<file path="src/rtl/issue_ctrl_if.sv">
// Issue-stage bundle: instruction queue, register-file/rename lookup, ROB
// status and dispatch packet. The slave modport is the issue controller side.
interface issue_ctrl_if #(
   parameter int unsigned ROB_W = 4
) ();
   logic             rdy;
   logic             iq_valid;
   logic [4:0]       iq_rs1;
   logic [4:0]       iq_rs2;
   logic [4:0]       iq_rd;
   logic [31:0]      iq_payload;
   logic             iq_ready;
   logic [4:0]       reg_rs1;
   logic [4:0]       reg_rs2;
   logic [31:0]      reg_rs1_val;
   logic [31:0]      reg_rs2_val;
   logic             reg_rs1_rdy;
   logic             reg_rs2_rdy;
   logic             reg_sgn;
   logic [4:0]       reg_rd;
   logic [ROB_W-1:0] reg_rob_name;
   logic             reg_flush;
   logic             rs_full;
   logic             rob_commit;
   logic             flush;
   logic             dis_valid;
   logic [ROB_W-1:0] dis_rob_id;
   logic [31:0]      dis_rs1_val;
   logic [31:0]      dis_rs2_val;
   logic             dis_rs1_rdy;
   logic             dis_rs2_rdy;
   logic [4:0]       dis_rd;
   logic [31:0]      dis_payload;

   modport slave (
      input  rdy, iq_valid, iq_rs1, iq_rs2, iq_rd, iq_payload,
      input  reg_rs1_val, reg_rs2_val, reg_rs1_rdy, reg_rs2_rdy,
      input  rs_full, rob_commit, flush,
      output iq_ready, reg_rs1, reg_rs2, reg_sgn, reg_rd, reg_rob_name, reg_flush,
      output dis_valid, dis_rob_id, dis_rs1_val, dis_rs2_val,
      output dis_rs1_rdy, dis_rs2_rdy, dis_rd, dis_payload
   );

   modport master (
      output rdy, iq_valid, iq_rs1, iq_rs2, iq_rd, iq_payload,
      output reg_rs1_val, reg_rs2_val, reg_rs1_rdy, reg_rs2_rdy,
      output rs_full, rob_commit, flush,
      input  iq_ready, reg_rs1, reg_rs2, reg_sgn, reg_rd, reg_rob_name, reg_flush,
      input  dis_valid, dis_rob_id, dis_rs1_val, dis_rs2_val,
      input  dis_rs1_rdy, dis_rs2_rdy, dis_rd, dis_payload
   );
endinterface

</file>
<file path="src/rtl/issue_ctrl.sv">
// In-order issue controller: allocates ROB ids, strobes rename, registers a
// one-cycle-latency dispatch packet and drains for DRAIN_CYC cycles after a flush.
module issue_ctrl #(
   parameter int unsigned ROB_W     = 4,
   parameter int unsigned DRAIN_CYC = 2
) (
   input  logic        clk,
   input  logic        rst,
   issue_ctrl_if.slave bus
);
   localparam logic [ROB_W:0] DEPTH      = (ROB_W+1)'(1 << ROB_W);
   localparam logic [3:0]     DRAIN_LOAD = 4'(DRAIN_CYC - 1);

   typedef enum logic {RUN = 1'b0, DRAIN = 1'b1} state_t;

   state_t           state_q, state_d;
   logic [ROB_W-1:0] tail_q, tail_d;
   logic [ROB_W:0]   count_q, count_d;
   logic [3:0]       drain_q, drain_d;
   logic             dis_valid_q, dis_valid_d;
   logic             reg_flush_q, reg_flush_d;
   logic [ROB_W-1:0] dis_rob_id_q;
   logic [4:0]       dis_rd_q;
   logic [31:0]      dis_payload_q;
   logic [31:0]      dis_rs1_val_q, dis_rs2_val_q;
   logic             dis_rs1_rdy_q, dis_rs2_rdy_q;
   logic             accept, commit_ok;

   assign accept = bus.rdy && (state_q == RUN) && bus.iq_valid && !bus.flush &&
                   !bus.rs_full && (count_q < DEPTH);
   // Retirement only matters while running with something outstanding.
   assign commit_ok = bus.rob_commit && (state_q == RUN) && (count_q != '0);

   always_comb begin
      state_d     = state_q;
      tail_d      = tail_q;
      count_d     = count_q;
      drain_d     = drain_q;
      dis_valid_d = dis_valid_q;
      reg_flush_d = reg_flush_q;
      if (bus.rdy) begin
         reg_flush_d = bus.flush;
         if (bus.flush) begin
            state_d     = DRAIN;
            drain_d     = DRAIN_LOAD;
            tail_d      = '0;
            count_d     = '0;
            dis_valid_d = 1'b0;
         end else begin
            dis_valid_d = accept;
            if (accept) tail_d = tail_q + ROB_W'(1);
            if (accept && !commit_ok)
               count_d = count_q + (ROB_W+1)'(1);
            else if (commit_ok && !accept)
               count_d = count_q - (ROB_W+1)'(1);
            if (state_q == DRAIN) begin
               if (drain_q == '0) state_d = RUN;
               else               drain_d = drain_q - 4'd1;
            end
         end
      end
   end

   always_ff @(posedge clk or posedge rst) begin
      if (rst) begin
         state_q       <= RUN;
         tail_q        <= '0;
         count_q       <= '0;
         drain_q       <= '0;
         dis_valid_q   <= 1'b0;
         reg_flush_q   <= 1'b0;
         dis_rob_id_q  <= '0;
         dis_rd_q      <= '0;
         dis_payload_q <= '0;
         dis_rs1_val_q <= '0;
         dis_rs2_val_q <= '0;
         dis_rs1_rdy_q <= 1'b0;
         dis_rs2_rdy_q <= 1'b0;
      end else begin
         state_q     <= state_d;
         tail_q      <= tail_d;
         count_q     <= count_d;
         drain_q     <= drain_d;
         dis_valid_q <= dis_valid_d;
         reg_flush_q <= reg_flush_d;
         if (accept) begin
            dis_rob_id_q  <= tail_q;
            dis_rd_q      <= bus.iq_rd;
            dis_payload_q <= bus.iq_payload;
            dis_rs1_val_q <= bus.reg_rs1_val;
            dis_rs2_val_q <= bus.reg_rs2_val;
            dis_rs1_rdy_q <= bus.reg_rs1_rdy;
            dis_rs2_rdy_q <= bus.reg_rs2_rdy;
         end
      end
   end

   assign bus.reg_rs1      = bus.iq_rs1;
   assign bus.reg_rs2      = bus.iq_rs2;
   assign bus.iq_ready     = accept;
   assign bus.reg_sgn      = accept;
   assign bus.reg_rd       = bus.iq_rd;
   assign bus.reg_rob_name = tail_q;
   assign bus.reg_flush    = reg_flush_q;
   assign bus.dis_valid    = dis_valid_q;
   assign bus.dis_rob_id   = dis_rob_id_q;
   assign bus.dis_rd       = dis_rd_q;
   assign bus.dis_payload  = dis_payload_q;
   assign bus.dis_rs1_val  = dis_rs1_val_q;
   assign bus.dis_rs2_val  = dis_rs2_val_q;
   assign bus.dis_rs1_rdy  = dis_rs1_rdy_q;
   assign bus.dis_rs2_rdy  = dis_rs2_rdy_q;
endmodule

</file>
<file path="src/flat_wrapper.sv">
// flat-port wrapper written by rule: the top's interface ports become plain ports
module issue_ctrl_flat 
#(
   parameter int unsigned ROB_W     = 4,
   parameter int unsigned DRAIN_CYC = 2
)
  (clk, rst, bus_rdy, bus_iq_valid, bus_iq_rs1, bus_iq_rs2, bus_iq_rd, bus_iq_payload, bus_reg_rs1_val, bus_reg_rs2_val, bus_reg_rs1_rdy, bus_reg_rs2_rdy, bus_rs_full, bus_rob_commit, bus_flush, bus_iq_ready, bus_reg_rs1, bus_reg_rs2, bus_reg_sgn, bus_reg_rd, bus_reg_rob_name, bus_reg_flush, bus_dis_valid, bus_dis_rob_id, bus_dis_rs1_val, bus_dis_rs2_val, bus_dis_rs1_rdy, bus_dis_rs2_rdy, bus_dis_rd, bus_dis_payload);
  issue_ctrl_if #(.ROB_W(ROB_W)) bus_i ();
  input  logic clk;
  input  logic rst;
  input wire logic [$bits(bus_i.rdy)-1:0] bus_rdy;
  input wire logic [$bits(bus_i.iq_valid)-1:0] bus_iq_valid;
  input wire logic [$bits(bus_i.iq_rs1)-1:0] bus_iq_rs1;
  input wire logic [$bits(bus_i.iq_rs2)-1:0] bus_iq_rs2;
  input wire logic [$bits(bus_i.iq_rd)-1:0] bus_iq_rd;
  input wire logic [$bits(bus_i.iq_payload)-1:0] bus_iq_payload;
  input wire logic [$bits(bus_i.reg_rs1_val)-1:0] bus_reg_rs1_val;
  input wire logic [$bits(bus_i.reg_rs2_val)-1:0] bus_reg_rs2_val;
  input wire logic [$bits(bus_i.reg_rs1_rdy)-1:0] bus_reg_rs1_rdy;
  input wire logic [$bits(bus_i.reg_rs2_rdy)-1:0] bus_reg_rs2_rdy;
  input wire logic [$bits(bus_i.rs_full)-1:0] bus_rs_full;
  input wire logic [$bits(bus_i.rob_commit)-1:0] bus_rob_commit;
  input wire logic [$bits(bus_i.flush)-1:0] bus_flush;
  output wire logic [$bits(bus_i.iq_ready)-1:0] bus_iq_ready;
  output wire logic [$bits(bus_i.reg_rs1)-1:0] bus_reg_rs1;
  output wire logic [$bits(bus_i.reg_rs2)-1:0] bus_reg_rs2;
  output wire logic [$bits(bus_i.reg_sgn)-1:0] bus_reg_sgn;
  output wire logic [$bits(bus_i.reg_rd)-1:0] bus_reg_rd;
  output wire logic [$bits(bus_i.reg_rob_name)-1:0] bus_reg_rob_name;
  output wire logic [$bits(bus_i.reg_flush)-1:0] bus_reg_flush;
  output wire logic [$bits(bus_i.dis_valid)-1:0] bus_dis_valid;
  output wire logic [$bits(bus_i.dis_rob_id)-1:0] bus_dis_rob_id;
  output wire logic [$bits(bus_i.dis_rs1_val)-1:0] bus_dis_rs1_val;
  output wire logic [$bits(bus_i.dis_rs2_val)-1:0] bus_dis_rs2_val;
  output wire logic [$bits(bus_i.dis_rs1_rdy)-1:0] bus_dis_rs1_rdy;
  output wire logic [$bits(bus_i.dis_rs2_rdy)-1:0] bus_dis_rs2_rdy;
  output wire logic [$bits(bus_i.dis_rd)-1:0] bus_dis_rd;
  output wire logic [$bits(bus_i.dis_payload)-1:0] bus_dis_payload;
  assign bus_i.rdy = bus_rdy;
  assign bus_i.iq_valid = bus_iq_valid;
  assign bus_i.iq_rs1 = bus_iq_rs1;
  assign bus_i.iq_rs2 = bus_iq_rs2;
  assign bus_i.iq_rd = bus_iq_rd;
  assign bus_i.iq_payload = bus_iq_payload;
  assign bus_i.reg_rs1_val = bus_reg_rs1_val;
  assign bus_i.reg_rs2_val = bus_reg_rs2_val;
  assign bus_i.reg_rs1_rdy = bus_reg_rs1_rdy;
  assign bus_i.reg_rs2_rdy = bus_reg_rs2_rdy;
  assign bus_i.rs_full = bus_rs_full;
  assign bus_i.rob_commit = bus_rob_commit;
  assign bus_i.flush = bus_flush;
  assign bus_iq_ready = bus_i.iq_ready;
  assign bus_reg_rs1 = bus_i.reg_rs1;
  assign bus_reg_rs2 = bus_i.reg_rs2;
  assign bus_reg_sgn = bus_i.reg_sgn;
  assign bus_reg_rd = bus_i.reg_rd;
  assign bus_reg_rob_name = bus_i.reg_rob_name;
  assign bus_reg_flush = bus_i.reg_flush;
  assign bus_dis_valid = bus_i.dis_valid;
  assign bus_dis_rob_id = bus_i.dis_rob_id;
  assign bus_dis_rs1_val = bus_i.dis_rs1_val;
  assign bus_dis_rs2_val = bus_i.dis_rs2_val;
  assign bus_dis_rs1_rdy = bus_i.dis_rs1_rdy;
  assign bus_dis_rs2_rdy = bus_i.dis_rs2_rdy;
  assign bus_dis_rd = bus_i.dis_rd;
  assign bus_dis_payload = bus_i.dis_payload;
  issue_ctrl #(.ROB_W(ROB_W), .DRAIN_CYC(DRAIN_CYC)) u_core (.clk(clk), .rst(rst), .bus(bus_i));
endmodule
</file>
<file path="config.mk">
export PLATFORM = sky130hd
export DESIGN_NAME = issue_ctrl_flat
export DESIGN_NICKNAME = d
export VERILOG_FILES = /design/src/rtl/issue_ctrl_if.sv /design/src/rtl/issue_ctrl.sv /design/src/flat_wrapper.sv
export SDC_FILE = /design/constraint.sdc
export NUM_CORES = 1
export LEC_CHECK = 0
export ABC_CLOCK_PERIOD_IN_PS = 5100
export BUFFER_PORTS_ARGS = -buffer_cell sky130_fd_sc_hd__buf_4
export CORE_MARGIN = 5
export CORE_UTILIZATION = 46
export DETAILED_ROUTE_END_ITERATION = 10
export GPL_TIMING_DRIVEN = 1
export HOLD_SLACK_MARGIN = 0.08
export PLACE_DENSITY = 0.84
export SLEW_MARGIN = 20
export SYNTH_ARGS = -nofsm -noshare
export SYNTH_HDL_FRONTEND = slang
export SYNTH_SLANG_ARGS = --single-unit
</file>
<file path="constraint.sdc">
create_clock -name clk -period 5.1 [get_ports clk]
set_input_delay 1.02 -clock clk [delete_from_list [all_inputs] [get_ports clk]]
set_output_delay 1.02 -clock clk [all_outputs]
set_load 0.005 [all_outputs]
</file>
* Word level (Yosys, flattened, before mapping)
Index checks and enable logic that the tools add are counted.
** Storage, ports and cells
- Flip-flop bits (word level) :: 123
- Bits of input ports :: 120
- Logic and storage cells :: 53
- Output and inout bits :: 130
** Cells by class
- Equality and inequality tests :: 1
- Multiplexer cells :: 12
- Magnitude comparators :: 1
- Bitwise gates (word level) :: 1
- Reductions and logical operators :: 21
- $add $sub $neg :: 4
** Operator list (number)
- 4-bit 2-to-1 mux :: 5
- 5-bit 2-to-1 mux :: 3
- 1-bit logical AND :: 9
- 5-bit by 1-bit adder with 5-bit output (second input constant) :: 1
- 5-bit less-than comparator (second input constant) :: 1
- 5-bit nonzero test :: 1
- 5-bit by 1-bit subtractor with 5-bit output (second input constant) :: 1
- 4-bit by 1-bit adder with 4-bit output (second input constant) :: 1
- 1-bit zero test :: 4
- 4-bit zero test :: 1
- 1-bit 2-to-1 mux :: 4
- 2-bit AND reduction :: 2
- 2-bit nonzero test :: 2
- 4-bit by 1-bit subtractor with 4-bit output (second input constant) :: 1
- 3-bit AND reduction :: 1
- 3-bit nonzero test :: 1
- 2-bit != test (second input constant) :: 1
- 1-bit NOT :: 1

* Logic depth before layout (Yosys ltp)
- Word-level depth :: 11
- Gate-level depth with buffers :: 10
- Gate-level depth less buffers :: 9

* Worst setup path before layout
Ideal clock, no wire load.
- Path type :: in2reg
- From :: input port bus_rs_full
- To :: register u_core.count_q[4]
- Path buffers :: 1
- Library setup time :: 128 ps
- Arrival time :: 2868 ps
- Stages :: 10
- Path slack :: 2104 ps
- Required time :: 4972 ps
- Cells stage by stage :: nor4b_4 nand2_2 inv_2 buf_2 nand2_1 fa_1 nand3_1 nand2_1 a32oi_1 nand3_1
** On the way
- Word-level cells in the longest chain between the ends :: 7
- Elaborated cells on any way between the ends :: 10
- Classes of those cells :: mux (2); reduce/logical (8)
** Ends and longest elaborated chain
- start: declaration :: RTL line flat_wrapper.sv:21 : input wire logic [$bits(bus_i.rs_full)-1:0] bus_rs_full;
- 1-bit zero test * :: RTL line issue_ctrl.sv:30 : !bus.rs_full && (count_q < DEPTH);
- 1-bit logical AND * :: RTL line issue_ctrl.sv:29 : assign accept = bus.rdy && (state_q == RUN) && bus.iq_valid && !bus.flush &&
- 1-bit logical AND * :: RTL line issue_ctrl.sv:30
- named net bus_iq_ready :: RTL line flat_wrapper.sv:24 : output wire logic [$bits(bus_i.iq_ready)-1:0] bus_iq_ready;
- 1-bit zero test :: RTL line issue_ctrl.sv:54 : else if (commit_ok && !accept)
- 1-bit logical AND :: RTL line issue_ctrl.sv:54
- 3-bit nonzero test (no line)
- 2-bit AND reduction (no line)
- end signal: assignment :: RTL line issue_ctrl.sv:82 : count_q <= count_d;
- end: declaration :: RTL line issue_ctrl.sv:18 : logic [ROB_W:0] count_q, count_d;
Mark *: on every way through the listed nets, which the timed path passes. The rest lies on a longest branch.
A chain may end at the register's enable or synchronous reset.

* Final worst setup path
- From :: input port bus_rdy
- To :: output port bus_reg_sgn
** On the way
- Word-level cells in the longest chain between the ends :: 5
** Ends and longest elaborated chain
- start: declaration :: RTL line flat_wrapper.sv:11 : input wire logic [$bits(bus_i.rdy)-1:0] bus_rdy;
- 1-bit logical AND (4 in series) :: RTL line issue_ctrl.sv:29
- 1-bit logical AND :: RTL line issue_ctrl.sv:30
- end: declaration :: RTL line flat_wrapper.sv:27 : output wire logic [$bits(bus_i.reg_sgn)-1:0] bus_reg_sgn;
No other way between the ends.

==> results.toml <==
[synth]
synth_top_family_by_area = "simple AND/OR/NAND/NOR gates"
synth_top_area_share_pct = 58.63
yosysUniqueCellTypes = 42
synth_top_area_cell = "dfrtp_1"
synth_compound_area_share_pct = 3.765
synth_xor_area_share_pct = 0.5005
synth_seq_cells = 123
yosys.area_share.simple_pct = 27.81
syn_nets = 715
synth.area.mux_share_pct = 1.430
ys_seq_area_share_pct = 58.63
synthesis.instances = 587
synth.area.top_cells = "dfrtp_1 59%, nand2_1 24%, buf_4 3.6%"
postSynthAreaPerCell_sq_um = 8.944
netlist_area_sq_um = 5250
synth_adder_area_share_pct = 2.050
yosys_warnings = 0

[critical_path]
critical_path_required_ns = 4.08
cp-start-kind = "input port"
end_kind = "output pin"
cp_data_arrival_time_ns = 2.05
cp_max_fo = 16
critPathKind = "in -> out"

[power_and_ir_drop]
internal_power_uw = 3179
clockPowerShare_pct = 29.8
irDropWorstVdd_mv = 0.3215
power.density_nw_per_um2 = 596.5
pwr-share-seq_pct = 37.9
finalPower_uw = 4530
power.leakage_uw = 0.004280
netSwitchingPower_uw = 1351
combPwrFrac_pct = 32.3
switching_share_pct = 29.82

[drt]
ant_nets = 0
wl_um = 14010
first_pass_iters = 4
routedWlPerCell_um = 14.73
drtIter0Drc = 353
drc = 0
routed_via_density = 4.707
vias = 4476

[cells_and_area]
synthToLayoutAreaGrowth_pct = 44.64
final_common_cell = "nand2_1"
n_antenna_cell = 0
drive_above_1_share_pct = 34.41
fillers = 924
nNetsFinal = 924
final_cell_mix = "334 x nand2_1, 232 x buf_4, 123 x dfrtp_1"

[timing]
drv_slew = 0
finalSetupTns_ns = 0
max_freq_mhz = 325.3
setup_violations = 0
period_minus_slack_ns = 3.074
relSlewSlack_pct = 31.40
rsz0062_at_grt = "no"
hold_violations = 0
fin_crit_sh_pct = 60.27
tightest_slew_ns = 1.029
skew_ns = 0.004517

[global_route]
grt_max_degree = 115
grt.met2_usage_pct = 31.66
grt_pass1_wl_um = 21370
grt_util_all_layers_pct = 20.09
grt-ovfl-total = 0
use_met1_pct = 26.00
use_met3_pct = 7.815
busiest_layer = "met2"
grt_antenna_before_repair = 0
grt_pass1_vias = 4285

[floorplan]
core.rowCount = 39
die_h_um = 116.8
dieArea_sq_um = 13650
core-area_sq_um = 11320
start_util_pct = 46.37
io_pins = 250
die_w_um = 116.8

[placed_design]
gp_congestion = 0.8787
dpl.hpwl_um = 10010
port_buffers = 229

[min_path]
hp-class = "reg -> reg"

[run]
maxCapViolations = 0

[cts]
htree_levels = 4
cts_buffer_depth = 2
cts_made_buffers = 17
clkTransAtPathRegs_ns = 0.05
clkSinkCount = 123
post_cts_buffers = 0
clock_latency_ns = 0.40
holdBufCountCts = 0
cts_resized = 0
cts_tree = "yes"
clockRootBuffer = "clkbuf_16"

[status]
outcome = "completed"
per-layer routing:
| layer | vias up | routed length (um) |
|---|---|---|
| li1 | 2230 | - |
| met1 | 2049 | 5598 |
| met4 | 0 | 241 |
| met3 | 20 | 1416 |
| met2 | 177 | 6750 |
| met5 | - | 0 |
worst max-delay path, cell delays in order:
cell,delay (ns)
buf_4,0.15
nor2b_1,0.43
nand2_4,0.09
clkinv_2,0.21
buf_4,0.16
kinds of logic after synthesis:
family / after synthesis
AOI/OAI and AO/OA: 29
xor gates and xnor gates: 3
adders and majority gates: 8
buffers and inverters: 53
DFF: 123
muxes: 6
and+or+nand+nor: 365
worst paths after layout:
check                                      startpoint                    endpoint  slack [ns]  depth (start not counted)
min                        u_core.bus.dis_rs2_val[11]  u_core.bus.dis_rs2_val[11]        0.47                          2
max reg2reg                            u_core.state_q           u_core.count_q[0]        2.38                          6
max                                           bus_rdy                 bus_reg_sgn        2.03                          5
min reg2reg                u_core.bus.dis_rs2_val[11]  u_core.bus.dis_rs2_val[11]        0.47                          2
max in group asynchronous                         rst  u_core.bus.dis_rs1_val[21]        3.43                          3
min in group asynchronous                         rst  u_core.bus.dis_payload[17]        0.76                          2
metrics by stage:
stage / cell area [sq um] / instances / utilization [%] / hold WS [ns] / setup slack (ns)
finish: 7594 / 951 / 67.08 / 0.4721 / 2.026
global route: 7594 / 951 / 67.08 / 0.4910 / 1.894
CTS: 7590 / 951 / 67.04 / 0.4767 / 2.035
detailed placement: 6919 / 920 / 61.12 / 0.4629 / 1.808
global placement: 6919 / 920 / 61.12 / 0.4579 / 1.860
floorplan: 5250 / 587 / - / 0.4697 / 0.8091
layout make-up:
class,count,area [sq um],area share [%]
multi-input combinational,411,1872,24.65
tap,143,178.9,2.356
clock buffer,17,425.4,5.602
clock inverter,14,245.2,3.230
inverter,10,41.29,0.5437
sequential,123,3078,40.53
timing repair buffer,233,1753,23.08
power groups by stage:
| stage | combinational, uW | sequential, uW | clock, uW |
|---|---|---|---|
| 5_1_grt | 1640 | 1780 | 1420 |
| 6_report | 1460 | 1720 | 1350 |
| 3_3_place_gp | 1440 | 1700 | 0 |
| 4_1_cts | 1490 | 1720 | 1380 |
| 3_5_place_dp | 1490 | 1730 | 0 |
| 2_1_floorplan | 568 | 1730 | 0 |
Yosys cell counts:
cell type and number:
a21o_1 2, a21oi_1 6, a2bb2oi_1 1, a31oi_1 1, a32oi_1 1, and2_1 1
buf_2 4, buf_4 25, buf_6 1, clkbuf_1 13, dfrtp_1 123, fa_1 1
ha_1 7, inv_1 9, inv_2 1, mux2_2 2, mux2i_1 3, mux2i_4 1
nand2_1 334, nand2_2 1, nand2b_1 4, nand3_1 9, nand4b_1 1, nor2_1 2
nor2b_1 3, nor3_1 4, nor3b_1 1, nor4b_4 1, o211ai_2 2, o21a_1 1
o21ai_0 10, o21ai_2 1, o21bai_1 1, o221ai_2 1, o22ai_1 1, o2bb2ai_1 1
or2b_1 1, or3b_2 1, or4_4 1, or4b_2 1, xnor2_1 2, xor2_1 1
sequential cells by signal, indices dropped and copies added, names as in the netlist:
signal and flops:
u_core.bus.dis_rob_id 4, u_core.state_q 1, u_core.bus.dis_valid 1, u_core.bus.dis_rs1_val 32, u_core.bus.dis_rd 5, u_core.bus.dis_rs1_rdy 1
u_core.bus.reg_rob_name 4, u_core.bus.dis_payload 32, u_core.drain_q 4, u_core.bus.reg_flush 1, u_core.bus.dis_rs2_val 32, u_core.bus.dis_rs2_rdy 1
u_core.count_q 5
(Power assumes the default switching activity.)
